### src/rtl/simon_pkg.sv
// Shared types and helpers for the Simon game button front-end.
package simon_pkg;

    // Button encoder states.
    typedef enum logic [1:0] {
        ST_IDLE     = 2'd0,
        ST_DEBOUNCE = 2'd1,
        ST_EMIT     = 2'd2,
        ST_RELEASE  = 2'd3
    } enc_state_e;

    // Index of one of the four player buttons.
    typedef logic [1:0] btn_idx_t;

    // Converts a one-hot button vector to its index (highest set bit wins,
    // callers only use it on vectors already known to be one-hot).
    function automatic btn_idx_t onehot_to_idx(input logic [3:0] oh);
        btn_idx_t idx;
        idx = '0;
        for (int i = 0; i < 4; i++) begin
            if (oh[i]) begin
                idx = btn_idx_t'(i);
            end
        end
        return idx;
    endfunction

endpackage

### src/rtl/simon_sync2.sv
// Two-flop synchroniser for asynchronous level inputs.
module simon_sync2 #(
    parameter int WIDTH = 4
) (
    input  logic             clk_i,
    input  logic             rst_i,
    input  logic [WIDTH-1:0] d_i,
    output logic [WIDTH-1:0] q_o
);

    logic [WIDTH-1:0] meta_q;
    logic [WIDTH-1:0] sync_q;

    // Two-stage capture to settle metastability before use.
    always_ff @(posedge clk_i or posedge rst_i) begin
        if (rst_i) begin
            meta_q <= '0;
            sync_q <= '0;
        end else begin
            meta_q <= d_i;
            sync_q <= meta_q;
        end
    end

    assign q_o = sync_q;

endmodule

### src/rtl/simon_btn_encoder.sv
// Button front-end for the Simon game: synchronise, debounce, reject
// chords and emit exactly one btn_valid strobe per physical press.
module simon_btn_encoder
    import simon_pkg::*;
#(
    parameter int DEBOUNCE_TICKS = 8,
    parameter int PULSE_TICKS    = 2
) (
    input  logic       clk_tick,
    input  logic       reset,
    input  logic [3:0] btn_raw,
    input  logic       enable,
    output logic       btn_valid,
    output logic [1:0] btn_val,
    output logic       busy,
    output logic       chord_err
);

    localparam logic [7:0] DEB_LAST   = 8'(DEBOUNCE_TICKS - 1);
    localparam logic [7:0] PULSE_LAST = 8'(PULSE_TICKS - 1);

    logic [3:0] s;
    logic [3:0] idx_mask;

    enc_state_e state_q, state_d;
    logic [7:0] cnt_q, cnt_d;
    btn_idx_t   idx_q, idx_d;
    logic       btn_valid_q, btn_valid_d;
    btn_idx_t   btn_val_q, btn_val_d;
    logic       busy_q, busy_d;
    logic       chord_err_q, chord_err_d;

    simon_sync2 #(
        .WIDTH(4)
    ) u_sync (
        .clk_i(clk_tick),
        .rst_i(reset),
        .d_i  (btn_raw),
        .q_o  (s)
    );

    assign idx_mask = 4'b0001 << idx_q;

    // Next-state logic; outputs are derived from the next state so they
    // register on the same edge the FSM changes state.
    always_comb begin
        state_d     = state_q;
        cnt_d       = cnt_q;
        idx_d       = idx_q;
        chord_err_d = 1'b0;
        btn_val_d   = btn_val_q;

        case (state_q)
            ST_IDLE: begin
                if (enable && (s != 4'b0000)) begin
                    cnt_d = 8'd0;
                    if ($onehot(s)) begin
                        idx_d   = onehot_to_idx(s);
                        state_d = ST_DEBOUNCE;
                    end else begin
                        chord_err_d = 1'b1;
                        state_d     = ST_RELEASE;
                    end
                end
            end
            ST_DEBOUNCE: begin
                if (s == idx_mask) begin
                    if (cnt_q == DEB_LAST) begin
                        cnt_d   = 8'd0;
                        state_d = ST_EMIT;
                    end else begin
                        cnt_d = cnt_q + 8'd1;
                    end
                end else if (s == 4'b0000) begin
                    cnt_d   = 8'd0;
                    state_d = ST_IDLE;
                end else begin
                    cnt_d       = 8'd0;
                    chord_err_d = 1'b1;
                    state_d     = ST_RELEASE;
                end
            end
            ST_EMIT: begin
                // Pulse length is fixed; inputs are ignored here.
                if (cnt_q == PULSE_LAST) begin
                    cnt_d   = 8'd0;
                    state_d = ST_RELEASE;
                end else begin
                    cnt_d = cnt_q + 8'd1;
                end
            end
            ST_RELEASE: begin
                if (s != 4'b0000) begin
                    cnt_d = 8'd0;
                end else if (cnt_q == DEB_LAST) begin
                    cnt_d   = 8'd0;
                    state_d = ST_IDLE;
                end else begin
                    cnt_d = cnt_q + 8'd1;
                end
            end
            default: begin
                cnt_d   = 8'd0;
                state_d = ST_IDLE;
            end
        endcase

        btn_valid_d = (state_d == ST_EMIT);
        busy_d      = (state_d != ST_IDLE);
        if ((state_q != ST_EMIT) && (state_d == ST_EMIT)) begin
            btn_val_d = idx_q;
        end
    end

    // All encoder state and registered outputs.
    always_ff @(posedge clk_tick or posedge reset) begin
        if (reset) begin
            state_q     <= ST_IDLE;
            cnt_q       <= 8'd0;
            idx_q       <= '0;
            btn_valid_q <= 1'b0;
            btn_val_q   <= '0;
            busy_q      <= 1'b0;
            chord_err_q <= 1'b0;
        end else begin
            state_q     <= state_d;
            cnt_q       <= cnt_d;
            idx_q       <= idx_d;
            btn_valid_q <= btn_valid_d;
            btn_val_q   <= btn_val_d;
            busy_q      <= busy_d;
            chord_err_q <= chord_err_d;
        end
    end

    assign btn_valid = btn_valid_q;
    assign btn_val   = btn_val_q;
    assign busy      = busy_q;
    assign chord_err = chord_err_q;

endmodule
### config.mk
export PLATFORM = sky130hd
export DESIGN_NAME = simon_btn_encoder
export DESIGN_NICKNAME = d
export VERILOG_FILES = /design/src/rtl/simon_pkg.sv /design/src/rtl/simon_sync2.sv /design/src/rtl/simon_btn_encoder.sv
export SDC_FILE = /design/constraint.sdc
export NUM_CORES = 1
export LEC_CHECK = 0
export CAP_MARGIN = 30
export CORE_MARGIN = 2
export CORE_UTILIZATION = 50
export CTS_CLUSTER_SIZE = 28
export DETAILED_ROUTE_END_ITERATION = 8
export GPL_TIMING_DRIVEN = 0
export HOLD_SLACK_MARGIN = 0.05
export PLACE_DENSITY = 0.67
export SYNTH_ARGS = -nofsm -noshare
export SYNTH_HDL_FRONTEND = slang
export SYNTH_HIERARCHICAL = 1
export SYNTH_SLANG_ARGS = --single-unit
### constraint.sdc
create_clock -name clk_tick -period 6.94 [get_ports clk_tick]
set_input_delay 1.388 -clock clk_tick [delete_from_list [all_inputs] [get_ports clk_tick]]
set_output_delay 1.388 -clock clk_tick [all_outputs]
set_load 0.1 [all_outputs]
Word-level counts from Yosys, hierarchy flattened

Cells that the tools add are included.

Multiplexer cells: 23
Shift operators: 1
Reductions and logical operators: 7
Add/sub/neg operators: 4
Eq/ne operators: 10

Operators with widths:

| kind                                            | number |
|---|---|
| two-way mux 8 bit                               | 5 |
| case mux 8 bit (4 select lines)                 | 1 |
| two-way mux 2 bit                               | 10 |
| adder 8 x 1 -> 8 bit, second input constant     | 1 |
| == test 8 x 1 -> 1 bit, second input constant   | 1 |
| == test 8 x 3 -> 1 bit, second input constant   | 1 |
| case mux 2 bit (4 select lines)                 | 1 |
| == test 2 bit, second input constant            | 3 |
| two-way mux 1 bit                               | 5 |
| adder 1 x 1 -> 2 bit                            | 2 |
| == test 4 bit                                   | 1 |
| zero test 4 bit                                 | 1 |
| != test 2 bit, second input constant            | 2 |
| nonzero test 4 bit                              | 1 |
| left shift 1 x 2 -> 4 bit, first input constant | 1 |
| adder 2 x 2 -> 3 bit                            | 1 |
| == test 3 x 1 -> 1 bit, second input constant   | 1 |
| AND reduction 3 bit                             | 1 |
| == test 2 x 1 -> 1 bit, second input constant   | 1 |
| logical AND 1 bit                               | 2 |
| zero test 2 bit                                 | 1 |
| case mux 1 bit (2 select lines)                 | 1 |
| nonzero test 2 bit                              | 1 |

Bits in registers: 25
Word-level logic and storage cells: 54

Longest topological paths before layout

Gate-level depths: netlist of the first run.

Depth after elaboration: 8
Mapped depth: 11
Gate-level depth less buffers: 11

Modules after synthesis

Netlist of the first run, hierarchy kept.

By module, submodules not included:

| module            | cells each | times used | area each (µm²) |
|---|---|---|---|
| simon_btn_encoder | 114        | 1          | 1121.1 |
| simon_sync2       | 9          | 1          | 203.9 |

Least setup slack after synthesis of the first run

Ideal clock, no wire load.

Kind: register to register
From: reg u_sync.sync_q[0], in the netlist u_sync/q_o[0]
To: reg btn_val_q[0], in the netlist btn_val[0]
Required time: 6812 ps
Setup slack: 3981 ps
Arrival: 2831 ps
Stages on the path, launching flop included: 12
Buffers on the path: 0
Path through: dfrtp_1 > inv_1 > fa_1 > inv_1 > ha_1 > ha_1 > nor3b_1 > nor4bb_1 > nor3_1 > mux2_4 > a2111oi_4 > mux2_1

Cells in the longest elaborated chain, start to end: 8

Ends and longest elaborated chain:

| item                                       | RTL line                 | text |
|---|---|---|
| start, declared                            | simon_sync2.sv:12        | `logic [WIDTH-1:0] sync_q;` |
| start signal, assigned                     | simon_sync2.sv:21        | `sync_q <= meta_q;` |
| adder 1 x 1 -> 2 bit (implied by the code) | simon_btn_encoder.sv:57  | `if ($onehot(s)) begin` |
| adder 2 x 2 -> 3 bit (implied by the code) | simon_btn_encoder.sv:57  |  |
| == test 3 x 1 -> 1 bit                     | simon_btn_encoder.sv:57  |  |
| two-way mux 2 bit                          | simon_btn_encoder.sv:57  |  |
| two-way mux 2 bit                          | simon_btn_encoder.sv:55  | `if (enable && (s != 4'b0000)) begin` |
| case mux 2 bit (4 select lines) (*)        | simon_btn_encoder.sv:53  | `case (state_q)` |
| == test 2 bit (*)                          | simon_btn_encoder.sv:110 | `if ((state_q != ST_EMIT) && (state_d == ST_EMIT)) begin` |
| logical AND 1 bit (*)                      | simon_btn_encoder.sv:110 |  |
| end signal, assigned                       | simon_btn_encoder.sv:130 | `btn_val_q <= btn_val_d;` |
| end, declared                              | simon_btn_encoder.sv:29  | `btn_idx_t btn_val_q, btn_val_d;` |

Mark *: on every way between the ends. The rest lies on a longest branch, timed or not.
A chain may end at the register's enable or synchronous reset.

Worst setup path in the final report of the first run

From: in enable
To: reg btn_val_q[1], in the netlist btn_val[1]

Cells in the longest elaborated chain, start to end: 5

Ends and longest elaborated chain:

| item                            | RTL line                 | text |
|---|---|---|
| start, declared                 | simon_btn_encoder.sv:12  | `input logic enable,` |
| logical AND 1 bit               | simon_btn_encoder.sv:55  |  |
| two-way mux 2 bit               | simon_btn_encoder.sv:55  |  |
| case mux 2 bit (4 select lines) | simon_btn_encoder.sv:53  |  |
| == test 2 bit                   | simon_btn_encoder.sv:110 |  |
| logical AND 1 bit               | simon_btn_encoder.sv:110 |  |

No other way between the ends.

==> results of run 1 <==
## state kept, by name, indices dropped and copies added (netlist names)
signal	count
btn_val	2
state_q	2
busy	1
cnt_q	8
chord_err	1
idx_q	2
btn_valid	1
u_sync/q_o	4
u_sync/meta_q	4
## metrics by stage
step	setup slack [ns]	hold slack, ns	util	total power, mW	cell area [um^2]
after CTS	3.68	0.365	0.600	0.302	1500
after global routing	3.44	0.375	0.600	0.316	1500
after floorplan	3.98	0.331	-	0.220	1330
after global placement	3.34	0.334	0.589	0.238	1470
after detailed placement	3.33	0.336	0.589	0.239	1470
final	3.63	0.361	0.600	0.300	1500
## Yosys cell counts, types with 3 or more instances
| cell | instances |
|---|---|
| o21ai_0 | 5 |
| a21o_1 | 3 |
| dfrtp_1 | 25 |
| nor3b_1 | 6 |
| nand2_1 | 7 |
| o21ai_1 | 5 |
| inv_1 | 12 |
| nand3_1 | 3 |
| ha_1 | 5 |
| nor2_1 | 6 |
## layout make-up
| cell class | instances | area (um^2) |
|---|---|---|
| inverters | 12 | 45.0 |
| repair buffers | 11 | 110 |
| fillers | 222 | 1000 |
| well taps | 30 | 37.5 |
| clock buffers | 4 | 26.3 |
| multi-input cells | 83 | 641 |
| flip-flops and latches | 25 | 626 |
| plain buffers | 3 | 13.8 |
## routing by layer
layer  wire length [um]  share of wire
met4                 47          0.020
met3                114          0.049
met2               1020           0.44
met1               1130           0.49
met5                  0              0
## placed cells by master, fill, tap and decap left out, types with 5 or more instances in the layout
master and instances:
o21ai_0 5, nand2_1 7, ha_1 5, o21ai_1 5, nor2_1 6, dfrtp_1 25
inv_1 12, clkdlybuf4s50_1 11, nor3b_1 6
## path summary, 6_finish.rpt
| path | start | end | slack, ns |
|---|---|---|---|
| max | enable | btn_val[1] | 3.63 |
| min | u_sync/meta_q[2] | u_sync/q_o[2] | 0.36 |
| max reg2reg | u_sync/q_o[3] | btn_val[1] | 3.65 |
| min reg2reg | u_sync/meta_q[2] | u_sync/q_o[2] | 0.36 |
| max in group asynchronous | reset | idx_q[1] | 5.03 |
| min in group asynchronous | reset | u_sync/meta_q[0] | 1.30 |
## power by group through the flow
stage                     Combinational, mW  Sequential, mW  Clock (mW)
after floorplan                      0.0227           0.197           0
after global placement               0.0727           0.165           0
after detailed placement             0.0736           0.166           0
after CTS                            0.0738           0.163      0.0654
after global routing                 0.0779           0.165      0.0731
final                                0.0731           0.163      0.0642
## cells by family after synthesis
logic type / Yosys count / synth area share
xor gates and xnor gates: 2 / 0.0132
buffers and inverters: 15 / 0.0444
adders and majority gates: 6 / 0.0623
AOI/OAI and AO/OA: 28 / 0.170
DFF: 25 / 0.472
muxes: 5 / 0.0444
and+or+nand+nor: 42 / 0.194
==> run summary, run 1 <==
clock buffers created by TritonCTS - 3
core footprint - 0.00250 mm^2
clock insertion delay at the later pin of the skew report - 0.33 ns
RSZ-0062 raised after global routing - no
WS Path Type - input pin to register
Clock transition at path regs - 0.12 ns
share of the clock period used by the worst path - 0.476
CTS hold repair buffers - 0
crit path launch type - input pin
cell taking the most area after synthesis - dfrtp_1
Die Span Y - 55.5 um
CP max FO - 5
post-synthesis cell area - 0.00133 mm^2
Rows - 18
drt total wl - 2310 um
global-route wire length before repair - 4070 um
max-slew violation count - 0
routed vias - 950
Final HPWL DP - 1690 um
met1 Use GR - 0.242
antenna violations before repair - 0
WHS Path Cells - 0
post-cts sizing count - 0
setup violators final - 0
input/output buffers - 11
Total GRT Usage - 0.170
GRT overflow - 0
Synth async-reset ratio - 1.00
Ys Warns - 6
part of the power in registers - 0.543
DR WL/cell - 13.8 um
reported max-cap violation count - 0
P_int - 200 uW
skew final - 0.00964 ns
slowest stage delay, CP - 0.54 ns
P&R area growth vs syn - 13.1%
Avg Inst Size Synth - 10.8 um^2
Synth area leaders - dfrtp_1, ha_1, inv_1
CTS tree - done
Hold Crit Class - register to register
Nets - 152
crit end category - register
part of the power in the clock network - 0.214
vias in the first global route - 873
CTS root buf - clkbuf_4
Inst Count DP - 164
CP max stage cell - clkdlybuf4s50_1
number of DRC markers in iteration 0 - 6
placer's final routability congestion estimate - 0.796
syn nets - 136
critical-path cell list - clkdlybuf4s50_1, nor4bb_1, nor3_1, mux2_4, a2111oi_4, mux2_1
Reg2Reg Depth - 11
status - finished, final reports clean
Slew HR - 0.352
Levels on crit path - 6
PD cells - 200 mW/mm^2
register area share after synthesis - 0.472
postcts setup bufs - 0
Net Sw Frac - 0.335
VDD IR max - 0.192 mV
Sw Pwr - 101 uW
top-area cell type share of the netlist area - 0.472
CTS max path bufs - 2
EDFF count, synth - 0
Synth Flop Type - dfrtp_1
ANT nets after route - 0
met2 Use GR - 0.245
CP delay by family, top - multiplexers
starting density of the core - 0.530
non-filler cells, final - 168
htree depth - 1
Synth Register Bits - 25
GR peak layer - met2
IO Count - 12
DRC Markers - 0
met3 Resource Use GR - 0.0328
largest net degree at the start of global routing - 18
fmax - 0.302 GHz
Chip Width - 55.5 um
Crit path arrival time - 3.52 ns
combinational fraction of design power - 0.243
final hold viol count - 0
Die ar. - 0.00308 mm^2
Static Leakage - 0.670 nW
layout cells sized above 1 - 0.101
ant diodes - 0
Sink Count - 25
post-synthesis cell type count - 44
Worst Path Required - 7.15 ns
crit path buf inv count - 1
Slew @ Worst Pin - 0.969 ns
Final min period - 3.31 ns
Post-Syn Instances - 123
vias per std cell - 5.65
TNS Setup - 0 ns
Pre-antenna DRT Iters - 4
Power figures use the tool's default switching activity.
==> inputs of run 2 (changes only) <==
--- a/config.mk
+++ b/config.mk
@@ -12,7 +12,7 @@
 export DETAILED_ROUTE_END_ITERATION = 8
 export GPL_TIMING_DRIVEN = 0
 export HOLD_SLACK_MARGIN = 0.05
-export PLACE_DENSITY = 0.67
+export PLACE_DENSITY = 0.7
 export SYNTH_ARGS = -nofsm -noshare
 export SYNTH_HDL_FRONTEND = slang
 export SYNTH_HIERARCHICAL = 1
==> constraint.sdc (replaced) <==
create_clock -name clk_tick -period 2.6 [get_ports clk_tick]
set_input_delay 0.52 -clock clk_tick [delete_from_list [all_inputs] [get_ports clk_tick]]
set_output_delay 0.52 -clock clk_tick [all_outputs]
set_load 0.1 [all_outputs]
==> run summary, run 2 (synthesis results as in run 1) <==
routed vias - 949 (-0.11%)
Die Span Y - 55.5 um (unchanged)
final hold viol count - 0 (unchanged)
GRT overflow - 0 (unchanged)
Crit path arrival time - 3.17 ns (-0.35 ns)
P_int - 553 uW (+180%)
Nets - 155 (+2.0%)
met2 Use GR - 0.231 (-0.0136)
IO Count - 12 (unchanged)
P&R area growth vs syn - 18.9%
CTS root buf - clkbuf_4
Slew HR - 0.352 (about the same)
PD cells - 532 mW/mm^2 (+170%)
RSZ-0062 raised after global routing - yes
layout cells sized above 1 - 0.191 (+0.0900)
most frequent cell on the critical path - mux2_4
starting density of the core - 0.530 (unchanged)
part of the power in the clock network - 0.210 (-0.004)
CP max stage cell - fa_1
critical-path cell list - inv_2, fa_1, inv_1, ha_2, ha_4, nor3b_4, nor4bb_4, nor3_1, mux2_4, a2111oi_4, mux2_4
CP max FO - 3 (-2)
Final HPWL DP - 1670 um (-1.1%)
Worst Path Required - 2.82 ns (-4.33 ns)
max-slew violation count - 0 (unchanged)
reported max-cap violation count - 0 (unchanged)
Clock transition at path regs - 0.13 ns (about the same)
drt total wl - 2270 um (-1.9%)
commonest cells after routing, fill and taps aside - dfrtp_1, clkdlybuf4s50_1, inv_1
DRC Markers - 0 (unchanged)
core footprint - 0.00250 mm^2 (unchanged)
Final min period - 2.95 ns
input/output buffers - 11 (unchanged)
ant diodes - 0 (unchanged)
WS Path Type - register to register
CTS tree - done
CTS max path bufs - 2 (unchanged)
dpl cell area - 0.00150 mm^2 (+1.8%)
placer's final routability congestion estimate - 0.780 (-2.0%)
slowest stage delay, CP - 0.52 ns (-0.02 ns)
Static Leakage - 0.684 nW (+2.1%)
met3 Resource Use GR - 0.0398 (+0.00703)
number of DRC markers in iteration 0 - 12 (+6)
clock buffers created by TritonCTS - 3 (unchanged)
DR WL/cell - 13.3 um (-3.6%)
clock insertion delay at the later pin of the skew report - 0.32 ns (about the same)
skew final - 0.00147 ns (-0.00817 ns)
combinational fraction of design power - 0.269 (+0.026)
Hold WS - 0.365 ns (+0.00427 ns)
commonest non-fill, non-tap cell in the layout - dfrtp_1
Die ar. - 0.00308 mm^2 (unchanged)
Sw Pwr - 284 uW (+180%)
GR peak layer - met2
crit path launch type - register
htree depth - 1 (unchanged)
DP Worst Slack - -0.461 ns (-3.80 ns)
global-route wire length before repair - 3880 um (-4.8%)
Sink Count - 25 (unchanged)
status - finished, violations left
Slew @ Worst Pin - 0.969 ns (+0.000362 ns)
crit end category - register
Total GRT Usage - 0.160 (-0.0102)
Rows - 18 (unchanged)
VDD IR max - 0.447 mV (+130%)
Pre-antenna DRT Iters - 4 (unchanged)
worst setup margin - -0.346 ns (-3.98 ns)
part of the power in registers - 0.522 (-0.021)
fillers - 190 (-14%)
largest net degree at the start of global routing - 18 (unchanged)
vias per std cell - 5.55 (-1.9%)
Net Sw Frac - 0.339 (+0.00464)
vias in the first global route - 883 (+1.1%)
share of the clock period used by the worst path - 1.13
max FFs per register - 8 (unchanged)
violated checks - setup timing
fmax - 0.339 GHz
setup violators final - 2 (+2)
Chip Width - 55.5 um (unchanged)
Hold Crit Class - register to register
antenna violations before repair - 0 (unchanged)
ANT nets after route - 0 (unchanged)
met1 Use GR - 0.220 (-0.0217)
final instance area - 0.00158 mm^2 (+5.1%)
Reg with most FFs - cnt_q
## run 2: per-stage QoR
stage,power (mW),instances,TNS [ns],util
floorplan,0.593,123,-0.453,-
global placement,0.643,164,-0.976,0.600
detailed placement,0.647,164,-1.12,0.600
CTS,0.841,170,-0.711,0.627
global route,0.886,171,-1.11,0.630
finish,0.837,171,-0.684,0.630
## run 2: final timing paths
kind	from	cells after the start	slack, ns	end
worst max-delay path	u_sync/q_o[0]	11	-0.35	btn_val[1]
worst min-delay path	u_sync/meta_q[3]	0	0.37	u_sync/q_o[3]
worst max register to register	u_sync/q_o[0]	11	-0.35	btn_val[1]
worst min register to register	u_sync/meta_q[3]	0	0.37	u_sync/q_o[3]
max in group asynchronous	reset	2	1.58	state_q[0]
min in group asynchronous	reset	2	0.43	u_sync/meta_q[2]
## run 2: power by group through the flow
stage	registers [mW]	clock network (mW)	logic [mW]
4_1_cts	0.437	0.179	0.225
3_5_place_dp	0.443	0	0.204
5_1_grt	0.440	0.206	0.240
2_1_floorplan	0.526	0	0.0671
6_report	0.437	0.176	0.225
3_3_place_gp	0.441	0	0.202
## run 2: area by class of cell
class                           count  area (um^2)  area share
Multi-Input combinational cell     83          689       0.438
Sequential cell                    25          627       0.398
Timing Repair Buffer               14          133      0.0842
Inverter                           12         45.0      0.0286
Tap cell                           30         37.5      0.0238
Clock buffer                        3         22.5      0.0143
Buffer                              3         13.8     0.00874
Clock inverter                      1         7.51     0.00477
## run 2: critical path, delay by kind of cell (launching register included)
kind,cells,cell delay [ns]
multiplexers,2,0.63
buffers and inverters,2,0.10
AND/OR/NAND/NOR,3,0.41
flip-flops,1,0.40
AO/OA/AOI/OAI,1,0.33
adder cells (fa/ha/maj),3,0.96
## run 2: metal layers
| layer | up-vias | wire (um) |
|---|---|---|
| met5 | - | 0 |
| met4 | 0 | 71 |
| met3 | 9 | 93 |
| met2 | 22 | 971 |
| met1 | 442 | 1130 |
| li1 | 476 | - |
## run 2: timing repair
| action | 4_1_cts | 5_1_grt |
|---|---|---|
| setup buffers | 2 | 1 |
| hold buffers | 0 | 0 |
| resized for setup | 5 | 1 |
| setup endpoints to repair | 5 | 5 |
| pin swaps | 1 | 0 |
==> inputs of run 3 (changes only) <==
--- a/config.mk
+++ b/config.mk
@@ -11,7 +11,7 @@
 export CTS_CLUSTER_SIZE = 28
 export DETAILED_ROUTE_END_ITERATION = 8
 export GPL_TIMING_DRIVEN = 0
-export HOLD_SLACK_MARGIN = 0.05
+export HOLD_SLACK_MARGIN = 0.02
 export PLACE_DENSITY = 0.7
 export SYNTH_ARGS = -nofsm -noshare
 export SYNTH_HDL_FRONTEND = slang
==> results of run 3 <==
The final DEF is identical to that of run 2; final timing and power are the same.
